==> config.mk <==
export PLATFORM = sky130hd
export DESIGN_NAME = send_arbiter
export DESIGN_NICKNAME = d
export VERILOG_FILES = /design/src/rtl/xctcmsg_pkg.sv /design/src/rtl/rr_select.sv /design/src/rtl/send_arbiter.sv
export SDC_FILE = /design/constraint.sdc
export NUM_CORES = 1
export LEC_CHECK = 0
export BUFFER_PORTS_ARGS = -buffer_cell sky130_fd_sc_hd__buf_4
export CORE_AREA = 2 2 50 76
export DETAILED_ROUTE_END_ITERATION = 10
export DIE_AREA = 0 0 52 78
export GPL_TIMING_DRIVEN = 0
export PLACE_DENSITY = 0.84
export SKIP_LAST_GASP = 1
export SLEW_MARGIN = 15
export SYNTH_ARGS = -nofsm -noshare
export SYNTH_HDL_FRONTEND = slang
export SYNTH_SLANG_ARGS = --single-unit
==> constraint.sdc <==
create_clock -name clk -period 7.2 [get_ports clk]
set_clock_uncertainty 0.1 [all_clocks]
set_input_delay 0 -clock clk [delete_from_list [all_inputs] [get_ports clk]]
set_output_delay 0 -clock clk [all_outputs]
set_load 0.05 [all_outputs]
==> src/rtl/xctcmsg_pkg.sv <==
`default_nettype none
// +----------------------------------------------------------------------+
// | xctcmsg_pkg : shared message types and send-arbiter constants        |
// | Revision    : 1.0                                                    |
// +----------------------------------------------------------------------+
package xctcmsg_pkg;

  typedef struct packed {
    logic [7:0]  dst;
    logic [31:0] payload;
  } send_queue_data_t;

  localparam int SEND_ARBITER_NUM_REQ = 2;
  localparam int SEND_ARBITER_CREDITS = 4;

  typedef logic [$clog2(SEND_ARBITER_NUM_REQ)-1:0] send_arbiter_id_t;

  typedef enum logic [0:0] {
    ARB_IDLE   = 1'b0,
    ARB_LOCKED = 1'b1
  } send_arbiter_state_t;

endpackage
`default_nettype wire

==> src/rtl/rr_select.sv <==
`default_nettype none
// +----------------------------------------------------------------------+
// | rr_select : combinational round-robin search from a start pointer    |
// | Revision  : 1.0                                                      |
// +----------------------------------------------------------------------+
module rr_select #(
  parameter  int N  = 2,
  localparam int IW = $clog2(N)
) (
  input  logic [N-1:0]  i_elig,
  input  logic [IW-1:0] i_ptr,
  output logic          o_found,
  output logic [IW-1:0] o_idx
);

  int w_j;

  // Scan from the farthest offset down so the nearest eligible index wins.
  always_comb begin
    o_found = 1'b0;
    o_idx   = '0;
    w_j     = 0;
    for (int off = N - 1; off >= 0; off--) begin
      w_j = int'(i_ptr) + off;
      if (w_j >= N) w_j = w_j - N;
      if (i_elig[w_j]) begin
        o_found = 1'b1;
        o_idx   = IW'(w_j);
      end
    end
  end

endmodule
`default_nettype wire

==> src/rtl/send_arbiter.sv <==
`default_nettype none
// +----------------------------------------------------------------------+
// | send_arbiter : credit-limited round-robin share of the send port     |
// | Revision     : 1.0                                                   |
// +----------------------------------------------------------------------+
module send_arbiter
  import xctcmsg_pkg::*;
#(
  parameter  int NUM_REQ = SEND_ARBITER_NUM_REQ,
  parameter  int CREDITS = SEND_ARBITER_CREDITS,
  localparam int IDW     = $clog2(NUM_REQ),
  localparam int CW      = $clog2(CREDITS + 1)
) (
  input  logic                               clk,
  input  logic                               rst_n,
  input  logic                               flush,
  input  logic [NUM_REQ-1:0]                 send_queue_arbiter_valid,
  output logic [NUM_REQ-1:0]                 arbiter_send_queue_ready,
  input  send_queue_data_t [NUM_REQ-1:0]     send_queue_arbiter_data,
  output logic                               arbiter_postoffice_valid,
  input  logic                               postoffice_arbiter_ready,
  output send_queue_data_t                   arbiter_postoffice_data,
  output logic [IDW-1:0]                     arbiter_postoffice_id,
  input  logic                               postoffice_credit_valid,
  input  logic [IDW-1:0]                     postoffice_credit_id,
  output logic                               credit_overflow
);

  send_arbiter_state_t r_state;
  logic [IDW-1:0]      r_grant_q;
  logic [IDW-1:0]      r_rr_ptr;
  logic                r_overflow;

  logic [NUM_REQ-1:0]  w_elig;
  logic [NUM_REQ-1:0]  w_ovf;
  logic                w_found;
  logic [IDW-1:0]      w_sel_idx;
  logic [IDW-1:0]      w_gidx;
  logic [IDW-1:0]      w_ptr_next;
  logic                w_valid;
  logic                w_xfer;

  rr_select #(.N(NUM_REQ)) u_rr_select (
    .i_elig  (w_elig),
    .i_ptr   (r_rr_ptr),
    .o_found (w_found),
    .o_idx   (w_sel_idx)
  );

  // Valid depends only on state and eligibility, never on the downstream ready.
  assign w_gidx     = (r_state == ARB_LOCKED) ? r_grant_q : w_sel_idx;
  assign w_valid    = (r_state == ARB_LOCKED) | w_found;
  assign w_xfer     = w_valid & postoffice_arbiter_ready;
  assign w_ptr_next = (w_gidx == IDW'(NUM_REQ - 1)) ? '0 : w_gidx + IDW'(1);

  assign arbiter_postoffice_valid = w_valid;
  assign arbiter_postoffice_id    = w_gidx;
  assign arbiter_postoffice_data  = send_queue_arbiter_data[w_gidx];
  assign credit_overflow          = r_overflow;

  always_comb begin
    arbiter_send_queue_ready         = '0;
    arbiter_send_queue_ready[w_gidx] = w_xfer;
  end

  always_ff @(posedge clk or negedge rst_n) begin
    if (!rst_n) begin
      r_state   <= ARB_IDLE;
      r_grant_q <= '0;
      r_rr_ptr  <= '0;
    end else begin
      if (w_xfer) r_rr_ptr <= w_ptr_next;
      case (r_state)
        ARB_IDLE: begin
          if (w_found && !postoffice_arbiter_ready) begin
            r_state   <= ARB_LOCKED;
            r_grant_q <= w_sel_idx;
          end
        end
        ARB_LOCKED: begin
          if (w_xfer) r_state <= ARB_IDLE;
        end
        default: r_state <= ARB_IDLE;
      endcase
      if (flush) begin
        r_state  <= ARB_IDLE;
        r_rr_ptr <= '0;
      end
    end
  end

  for (genvar gi = 0; gi < NUM_REQ; gi++) begin : g_credit
    logic [CW-1:0] r_cnt;
    logic          w_dec;
    logic          w_inc;

    assign w_dec      = w_xfer && (w_gidx == IDW'(gi));
    assign w_inc      = postoffice_credit_valid && (postoffice_credit_id == IDW'(gi));
    assign w_elig[gi] = send_queue_arbiter_valid[gi] && (r_cnt != '0);
    assign w_ovf[gi]  = w_inc && !w_dec && (r_cnt == CW'(CREDITS));

    always_ff @(posedge clk or negedge rst_n) begin
      if (!rst_n) begin
        r_cnt <= CW'(CREDITS);
      end else if (w_inc && !w_dec && !w_ovf[gi]) begin
        r_cnt <= r_cnt + CW'(1);
      end else if (w_dec && !w_inc) begin
        r_cnt <= r_cnt - CW'(1);
      end
    end
  end

  always_ff @(posedge clk or negedge rst_n) begin
    if (!rst_n) r_overflow <= 1'b0;
    else        r_overflow <= r_overflow | (|w_ovf);
  end

endmodule
`default_nettype wire

==> results of run 1 <==
==> worst max-delay path, delay by kind of cell, from the launching register on <==
kind,cells,cell delay (ns)
AOI/OAI and AO/OA,6,1.06
adders and majority gates,1,0.54
buffers and inverters,1,0.29
DFF,1,0.52
and+or+nand+nor,2,0.21
==> path summary, 6_finish.rpt <==
path | startpoint | end | slack [ns] | depth (start not counted)
hold reg to reg | r_grant_q | r_grant_q | 0.43 | 1
setup reg to reg | g_credit[0].r_cnt[2] | g_credit[1].r_cnt[1] | 4.40 | 10
setup / recovery | g_credit[0].r_cnt[2] | g_credit[1].r_cnt[1] | 4.40 | 10
min in group asynchronous | rst_n | g_credit[1].r_cnt[0] | 0.03 | 2
max in group asynchronous | rst_n | g_credit[0].r_cnt[2] | 6.74 | 2
hold / removal | postoffice_credit_valid | g_credit[1].r_cnt[0] | 0.004 | 3
==> layer usage <==
layer	global-route usage, %	wire length, µm
met1	25.8	1780
met2	41.8	2540
met3	9.42	670
met4	7.89	82
met5	0	0
==> Yosys cell counts (2+ instances only) <==
| library cell | instances | area [µm²] |
|---|---|---|
| mux2_2 | 38 | 428 |
| nand2_1 | 9 | 33.8 |
| dfrtp_1 | 8 | 200 |
| a21oi_1 | 6 | 30.0 |
| buf_4 | 6 | 45.0 |
| nor2_1 | 6 | 22.5 |
| inv_1 | 3 | 11.3 |
| nand3b_1 | 3 | 22.5 |
| o21ai_0 | 3 | 15.0 |
| a211oi_1 | 2 | 15.0 |
| and2b_1 | 2 | 15.0 |
| dfstp_2 | 2 | 52.6 |
| fa_1 | 2 | 40.0 |
| mux2_1 | 2 | 22.5 |
| mux2i_1 | 2 | 20.0 |
| o2111ai_1 | 2 | 17.5 |
| o31ai_1 | 2 | 15.0 |
==> power groups by stage <==
stage	clock, W	combinational, W	sequential [W]
after floorplan	0	0.000361	0.000114
after global placement	0	0.000503	0.000114
after detailed placement	0	0.000511	0.000116
final	0.0000587	0.000514	0.000115
after global routing	0.0000616	0.000548	0.000119
after CTS	0.0000595	0.000515	0.000115
==> flip-flops by register name, indices dropped and copies added (netlist names) <==
signal / flops
r_rr_ptr: 1
r_state: 1
g_credit.r_cnt: 6
credit_overflow: 1
r_grant_q: 1
==> cell type report <==
cell class / count / area [µm²] / share of cell area (%)
repair buffers: 135 / 1020 / 43.2
plain buffers: 8 / 53.8 / 2.28
clock buffers: 3 / 41.3 / 1.75
multi-input cells: 105 / 928 / 39.3
inverters: 4 / 15.0 / 0.635
well taps: 42 / 52.6 / 2.22
flip-flops and latches: 10 / 253 / 10.7
==> stage by stage <==
step           setup WS, ns  hold WS [ns]  util (%)  power (W)
3_3_place_gp           4.48        -0.261      68.4   0.000617
6_report               4.40       0.00366      70.6   0.000687
4_1_cts                4.40        0.0121      70.6   0.000690
3_5_place_dp           4.42        -0.263      68.4   0.000627
2_1_floorplan          4.70        -0.396         -   0.000475
5_1_grt                4.17        0.0328      70.6   0.000729
==> logic make-up after synthesis <==
logic type,after synthesis
muxes,42
buffers and inverters,12
xor gates and xnor gates,1
and+or+nand+nor,32
DFF,10
AOI/OAI and AO/OA,28
adders and majority gates,2
==> impl_metrics.json, run 1 <==
{
  "status": "finished clean",
  "tightest_slew_ns": 0.490,
  "power.clock.fraction_pct": 8.5,
  "rows": 26,
  "yosys.area_share.simple_pct": 14.2,
  "synth_top_family_by_area": "multiplexers",
  "wl_per_cell_um": 16.5,
  "ys_seq_area_share_pct": 20.2,
  "power_frac_comb_pct": 74.7,
  "n_antenna_cell": 0,
  "fmax_mhz": 357,
  "crit_type": "flop to flop",
  "final_cell_mix": "buf_4, mux2_2, nand2_1, dfrtp_1",
  "tritoncts": "built",
  "drc": 0,
  "async_reset_ff_share_pct": 100,
  "min_period_ns": 2.80,
  "cp_slowest_cell": "fa_1",
  "synthAdderAreaFrac_pct": 3.20,
  "synth_edf_count": 0,
  "relSlewSlack_pct": 67.3,
  "io_buffer_count": 132,
  "synth-compound-area-share_pct": 18.5,
  "hp-class": "primary input to flop",
  "cts.path.max_buffers": 2,
  "synth_mux_area_share_pct": 37.6,
  "power_density_nw_per_um2": 291,
  "critPathCaptureType": "flop",
  "finalSetupViolations": 0,
  "overflow": 0,
  "firstDrtPassIters": 4,
  "drive_gt1_share_pct": 72.1,
  "wl_um": 5070,
  "drt_first_iter_violations": 22,
  "fillers": 281,
  "path_cells": "clkbuf_1, o31ai_2, o2111ai_1, a21bo_2, nand4_1, fa_1, o21ai_0, o21ai_0, nand2_1, o211ai_1",
  "intPower_w": 0.000325,
  "hpwl_um": 4260,
  "clk_latency_ns": 0.24,
  "synth-seq-cells": 10,
  "root_buffer": "clkbuf_8",
  "grt_pass1_wl_um": 7410,
  "switchingPower_w": 0.000363,
  "ios": 133,
  "grt_pass1_vias": 1563,
  "syn_area_um2": 1250,
  "mostFrequentLayoutCell": "buf_4",
  "finalCritPeriodShare_pct": 38.9,
  "required_ns": 7.26,
  "synth_cell_types": 46,
  "tritoncts.num_buffers": 3,
  "final-max-slew-violation-count": 0,
  "ir_drop_mv": 0.197,
  "crit_path_start_kind": "flop",
  "dp.cells": 301,
  "dr_total_vias": 1589,
  "synth_xor_area_share_pct": 0.701,
  "cts.sinks": 10,
  "syn_nets": 217,
  "grt_max_degree": 11,
  "die_h_um": 78,
  "clk_pin_slew_ns": 0.05,
  "drv_cap": 0,
  "antenna_found_initial": 0,
  "postSynthCellCount": 127,
  "cts_resized": 0,
  "hold_viol_final": 0,
  "slowest_delay_ns": 0.54,
  "ys.flop_type": "dfrtp_1",
  "core-area_um2": 3350,
  "die_w_um": 52,
  "viasPerCell": 5.18,
  "start_util_pct": 37.3,
  "die_area_um2": 4060,
  "p_seq_share_pct": 16.8,
  "instances_no_fill": 307,
  "place_area_um2": 2290,
  "syn_avg_cell_area_um2": 9.84,
  "path_max_fanout": 8,
  "switching_share_pct": 52.7,
  "ant_nets": 0,
  "grt_setup_unrepaired": "false",
  "cts_hold_buf": 3,
  "finalInstanceArea_um2": 2360,
  "track_usage_pct": 24.1,
  "globalplace.congestion": 0.923,
  "ys.warnings.count": 0,
  "p_leak_nw": 1.16,
  "finalSetupTns_ns": 0,
  "cpMostUsedCell": "o21ai_0",
  "worstPathArrival_ns": 2.86,
  "area_growth_pct": 89.2,
  "cts_setup_buffers": 0,
  "fin_nets": 357,
  "htreeDepth": 1
}
(Power assumes the default switching activity.)
==> run 2, diff against run 1 <==
- CORE_AREA: 2 2 50 76 -> 2 2 55 82
- DIE_AREA: 0 0 52 78 -> 0 0 57 84
- PLACE_DENSITY: 0.84 -> 0.75
- clock period: 7.2 -> 2.3 ns (I/O delays scaled with it)
==> run 2 against run 1 <==
Effect of this change:
- largest cell class unchanged
- critical path type unchanged
- combinational power rose to 3.6 times the previous value
- design area up 9.8%
- die area up 18%
- clock power rose to 3.9 times the previous value
- the flow now finishes with violations (negative setup slack)
- fmax up 17%
- utilization down 7.8 points
==> impl_metrics.json, run 2 (synthesis results as in run 1) <==
{
  "status": "finished with violations",
  "violations": "negative setup slack",
  "antenna_found_initial": 0,
  "holdWs_ns": 0.0466,
  "overflow": 0,
  "viasPerCell": 5.01,
  "min_period_ns": 2.39,
  "mostFrequentLayoutCell": "buf_4",
  "tightest_slew_ns": 0.308,
  "power_density_nw_per_um2": 946,
  "drc": 0,
  "area_growth_pct": 108,
  "place_area_um2": 2330,
  "finalInstanceArea_um2": 2600,
  "grt_max_degree": 11,
  "grt_pass1_wl_um": 7120,
  "tritoncts.num_buffers": 3,
  "final-max-slew-violation-count": 0,
  "drt_first_iter_violations": 46,
  "ios": 133,
  "finalSetupViolations": 2,
  "clk_pin_slew_ns": 0.05,
  "rr_worst_depth": 8,
  "ant_nets": 0,
  "htreeDepth": 1,
  "firstDrtPassIters": 4,
  "dr_total_vias": 1652,
  "largest-register": "g_credit.r_cnt",
  "start_util_pct": 30.2,
  "die_h_um": 84,
  "clk_latency_ns": 0.24,
  "fillers": 368,
  "path_max_fanout": 4,
  "r2r_setup_slack_ns": -0.09,
  "n_antenna_cell": 0,
  "track_usage_pct": 18.4,
  "fmax_mhz": 419,
  "drv_cap": 0,
  "tritoncts": "built",
  "r2r-end": "g_credit[1].r_cnt[1]",
  "globalplace.congestion": 0.781,
  "largest_reg_flops": 6,
  "final_cell_mix": "buf_4, mux2_2, nand2_1, nor2_1",
  "die_area_um2": 4790,
  "pre_cts_ws_ns": -0.221,
  "critPathCaptureType": "flop",
  "io_buffer_count": 132,
  "grt_setup_unrepaired": "true",
  "crit_type": "flop to flop",
  "cts.sinks": 10,
  "crit_path_start_kind": "flop",
  "setup_slack_ns": -0.0879,
  "hp-class": "primary input to asynchronous set/reset pin",
  "hpwl_um": 3740,
  "grt_pass1_vias": 1541,
  "wl_per_cell_um": 14.7,
  "ir_drop_mv": 0.734,
  "rows": 29,
  "cts.path.max_buffers": 2,
  "core-area_um2": 4140,
  "worstPathArrival_ns": 2.40,
  "die_w_um": 57,
  "wl_um": 4850,
  "fin_nets": 375,
  "p_leak_nw": 1.26,
  "drive_gt1_share_pct": 77.5,
  "hold_viol_final": 0,
  "relSlewSlack_pct": 79.3,
  "finalCritPeriodShare_pct": 104,
  "required_ns": 2.31,
  "r2r-start": "g_credit[0].r_cnt[0]",
  "root_buffer": "clkbuf_8"
}
## run 2: changes by cell type in the layout (fill, tap and decap cells not counted), sizes merged
cell and delta:
dlygate4sd3 +2, buf +18, clkbuf -1
## run 2: area by class of cell
| cell class | count | area [µm²] | share of cell area (%) |
|---|---|---|---|
| plain buffers | 6 | 45.0 | 1.73 |
| repair buffers | 155 | 1180 | 45.4 |
| inverters | 4 | 15.0 | 0.578 |
| flip-flops and latches | 10 | 258 | 9.93 |
| clock buffers | 4 | 55.1 | 2.12 |
| well taps | 46 | 57.6 | 2.22 |
| multi-input cells | 105 | 986 | 38.0 |
## run 2: repair_timing
action | in CTS | in global routing
pin swaps | 8 | 12
hold buffers | 5 | 0
gates resized for setup | 5 | 9
endpoints found under the setup margin | 43 | 43
buffers inserted | 9 | 9
endpoints found under the hold margin | 13 | 0
## run 2: routing by layer
metal  global-route usage [%]  up-vias  wire, µm
met4                     3.17        0        14
met1                     19.6      772      1680
met2                     35.1       85      2640
li1                         -      793         -
met5                        0        -         0
met3                     5.12        2       521
## run 2: through the flow
step | total power, W | utilization [%] | TNS [ns] | cells
floorplan | 0.00153 | - | -0.0971 | 127
global placement | 0.00197 | 56.3 | -0.526 | 305
detailed placement | 0.00200 | 56.3 | -0.610 | 305
CTS | 0.00232 | 60.2 | -0.0247 | 321
global route | 0.00260 | 62.8 | -0.386 | 330
finish | 0.00246 | 62.8 | -0.0894 | 330
## run 2: worst max path at each step
stage,endpoint,depth (start not counted),startpoint
after CTS,g_credit[1].r_cnt[2],9,g_credit[1].r_cnt[0]
after global routing,g_credit[1].r_cnt[1],8,g_credit[0].r_cnt[0]
after detailed placement,g_credit[1].r_cnt[2],9,g_credit[1].r_cnt[0]
final,g_credit[1].r_cnt[1],8,g_credit[0].r_cnt[0]
after global placement,g_credit[1].r_cnt[2],10,g_credit[0].r_cnt[2]
after floorplan,g_credit[1].r_cnt[2],10,g_credit[1].r_cnt[1]
## run 2: critical path: stages, from the launching register on
cell and delay [ns]:
dfrtp_2 0.45, o31ai_4 0.32, o2111ai_4 0.14, a21bo_2 0.25
nand4_1 0.09, fa_2 0.46, buf_4 0.15, mux2i_1 0.19
o211ai_1 0.12
## run 2: power by group
group / total [W] / internal, W / switching [W]
clock network: 0.000228 / 0.000151 / 0.0000766
registers: 0.000371 / 0.000266 / 0.000105
logic: 0.00186 / 0.000809 / 0.00105
==> run 3, diff against run 2 <==
--- a/config.mk
+++ b/config.mk
@@ -11,5 +11,5 @@
 export DIE_AREA = 0 0 57 84
 export GPL_TIMING_DRIVEN = 0
-export PLACE_DENSITY = 0.75
+export PLACE_DENSITY_LB_ADDON = 0.25
 export SKIP_LAST_GASP = 1
 export SLEW_MARGIN = 15
==> constraint.sdc (replaced) <==
create_clock -name clk -period 2.3 [get_ports clk]
set_clock_uncertainty 0.1 [all_clocks]
set_input_delay 0 -clock clk [delete_from_list [all_inputs] [get_ports clk]]
set_output_delay 0 -clock clk [all_outputs]
set_load 0.1 [all_outputs]
==> run 3 against run 2 <==
Effect of this change:
- the flow finishes with violations (negative hold slack, negative setup slack)
- design area is 0.29% lower
- register-to-register slack gained 0.04 ns
- utilization is 0.18 points lower
- hold slack worse by 0.051 ns
- sequential power up 2%
- routed wire length increased by 13%
- final cell count is 0.91% lower
- global-route usage rose by 2.6 points
- fmax is 1.5% higher
- flip-flop and latch count did not move
==> impl_metrics.json, run 3 (synthesis results as in run 1) <==
{
  "core-area_um2": 4140,
  "holdWs_ns": -0.00441,
  "regArea_um2": 258,
  "die_w_um": 57,
  "htreeDepth": 1,
  "fmax_mhz": 425,
  "slowest_delay_ns": 0.42,
  "globalplace.congestion": 0.865,
  "area_growth_pct": 107,
  "grt_pass1_wl_um": 7820,
  "wl_um": 5490,
  "final-max-slew-violation-count": 0,
  "grt_pass1_vias": 1598,
  "tritoncts": "built",
  "required_ns": 2.35,
  "grt_max_degree": 11,
  "path_max_fanout": 3,
  "dr_total_vias": 1667,
  "mostFrequentLayoutCell": "buf_4",
  "overflow": 0,
  "drv_cap": 0,
  "crit_path_start_kind": "flop",
  "drt_first_iter_violations": 85,
  "antenna_found_initial": 0,
  "firstDrtPassIters": 4,
  "final_cell_mix": "buf_4, mux2_2, nand2_1, nor2_1, a21oi_1",
  "ant_nets": 0,
  "pre_cts_ws_ns": -0.252,
  "cp_slowest_cell": "dfrtp_2",
  "drc": 0,
  "cpMostUsedCell": "a211oi_1",
  "hp-class": "primary input to flop",
  "worstPathArrival_ns": 2.40,
  "setup_slack_ns": -0.0523,
  "hpwl_um": 4390,
  "switching_share_pct": 60.7,
  "hold_viol_final": 1,
  "io_buffer_count": 132,
  "clk_latency_ns": 0.23,
  "p_seq_share_pct": 12.7,
  "finalSetupViolations": 2,
  "die_area_um2": 4790,
  "track_usage_pct": 21.0,
  "relSlewSlack_pct": 75.9,
  "rows": 29,
  "wl_per_cell_um": 16.8,
  "finalCritPeriodShare_pct": 102,
  "power_frac_comb_pct": 81.3,
  "power.clock.fraction_pct": 6.0,
  "root_buffer": "clkbuf_8",
  "r2r-end": "g_credit[1].r_cnt[2]",
  "largest_reg_flops": 6,
  "worstHoldEndpoint": "g_credit[1].r_cnt[0]",
  "p_leak_nw": 1.25,
  "violations": "negative hold slack, negative setup slack",
  "hold_path.startpoint": "postoffice_credit_valid",
  "rr_worst_depth": 9,
  "power_density_nw_per_um2": 1150,
  "clk_pin_slew_ns": 0.05,
  "viasPerCell": 5.10,
  "intPower_w": 0.00117,
  "ios": 133,
  "n_antenna_cell": 0,
  "multi_input_area_um2": 996,
  "drive_gt1_share_pct": 79.0,
  "ir_drop_mv": 0.856,
  "start_util_pct": 30.2,
  "switchingPower_w": 0.00181,
  "path_cells": "or3_4, o2111ai_4, a21bo_2, nand4_1, fa_2, nand3b_1, a21oi_2, a211oi_1, a211oi_1",
  "die_h_um": 84,
  "min_period_ns": 2.35,
  "r2r_setup_slack_ns": -0.05,
  "grt_setup_unrepaired": "true",
  "fin_nets": 373,
  "status": "finished with violations",
  "tightest_slew_ns": 0.358,
  "cts.path.max_buffers": 2,
  "cts.sinks": 10,
  "r2r-start": "g_credit[1].r_cnt[1]",
  "tritoncts.num_buffers": 3,
  "largest-register": "g_credit.r_cnt",
  "p_total_w": 0.00298,
  "fillers": 359,
  "crit_type": "flop to flop",
  "hold_depth": 3,
  "critPathCaptureType": "flop"
}
==> run 3: cell type report <==
| type | count | area share, % |
|---|---|---|
| inverters | 4 | 0.580 |
| repair buffers | 153 | 45.1 |
| well taps | 46 | 2.22 |
| plain buffers | 6 | 2.03 |
| multi-input cells | 105 | 38.5 |
| clock buffers | 3 | 1.59 |
| flip-flops and latches | 10 | 9.96 |
==> run 3: power by group through the flow <==
stage / Clock (W) / Combinational (W) / Sequential, W
after floorplan: 0 / 0.00172 / 0.000384
after global placement: 0 / 0.00221 / 0.000361
after detailed placement: 0 / 0.00222 / 0.000364
after CTS: 0.000184 / 0.00231 / 0.000368
after global routing: 0.000185 / 0.00252 / 0.000388
final: 0.000180 / 0.00242 / 0.000378
==> run 3: repair_timing <==
action	CTS	global route
gates resized for setup	9	11
endpoints found under the setup margin	43	44
gates cloned	0	0
endpoints found under the hold margin	12	0
pin swaps	11	11
hold buffers	3	0
buffers inserted	10	8
==> run 3: worst max path at each step <==
| stage | startpoint | end | slack [ns] | cells after the start |
|---|---|---|---|---|
| finish | g_credit[1].r_cnt[1] | g_credit[1].r_cnt[2] | -0.05 | 9 |
| global route | g_credit[1].r_cnt[1] | g_credit[1].r_cnt[2] | -0.14 | 9 |
| CTS | g_credit[1].r_cnt[0] | g_credit[1].r_cnt[2] | -0.07 | 9 |
| detailed placement | g_credit[1].r_cnt[0] | g_credit[1].r_cnt[2] | -0.25 | 9 |
| global placement | g_credit[1].r_cnt[0] | g_credit[1].r_cnt[2] | -0.24 | 9 |
| floorplan | g_credit[1].r_cnt[1] | g_credit[1].r_cnt[2] | -0.05 | 10 |
==> run 3: worst max-delay path, delay by kind of cell (launching register included) <==
kind / cells / cell delay, ns
AND/OR/NAND/NOR: 3 / 0.66
adder cells (fa/ha/maj): 1 / 0.36
AO/OA/AOI/OAI: 5 / 0.71
flip-flops: 1 / 0.42
==> run 3: metrics by stage <==
step | std cells | util (%) | instance area (µm²) | setup TNS [ns]
floorplan | 127 | - | 1290 | -0.0970
global placement | 305 | 56.4 | 2330 | -0.663
detailed placement | 305 | 56.4 | 2330 | -0.744
CTS | 319 | 60.2 | 2490 | -0.216
global route | 327 | 62.6 | 2590 | -1.25
finish | 327 | 62.6 | 2590 | -0.0751
==> run 3: routing by layer <==
| layer | track usage [%] | up-vias | part of all wire (%) |
|---|---|---|---|
| met1 | 24.1 | 757 | 37 |
| met2 | 37.0 | 112 | 49 |
| li1 | - | 786 | - |
| met5 | 0 | - | 0 |
| met3 | 5.74 | 12 | 11 |
| met4 | 6.34 | 0 | 2.5 |
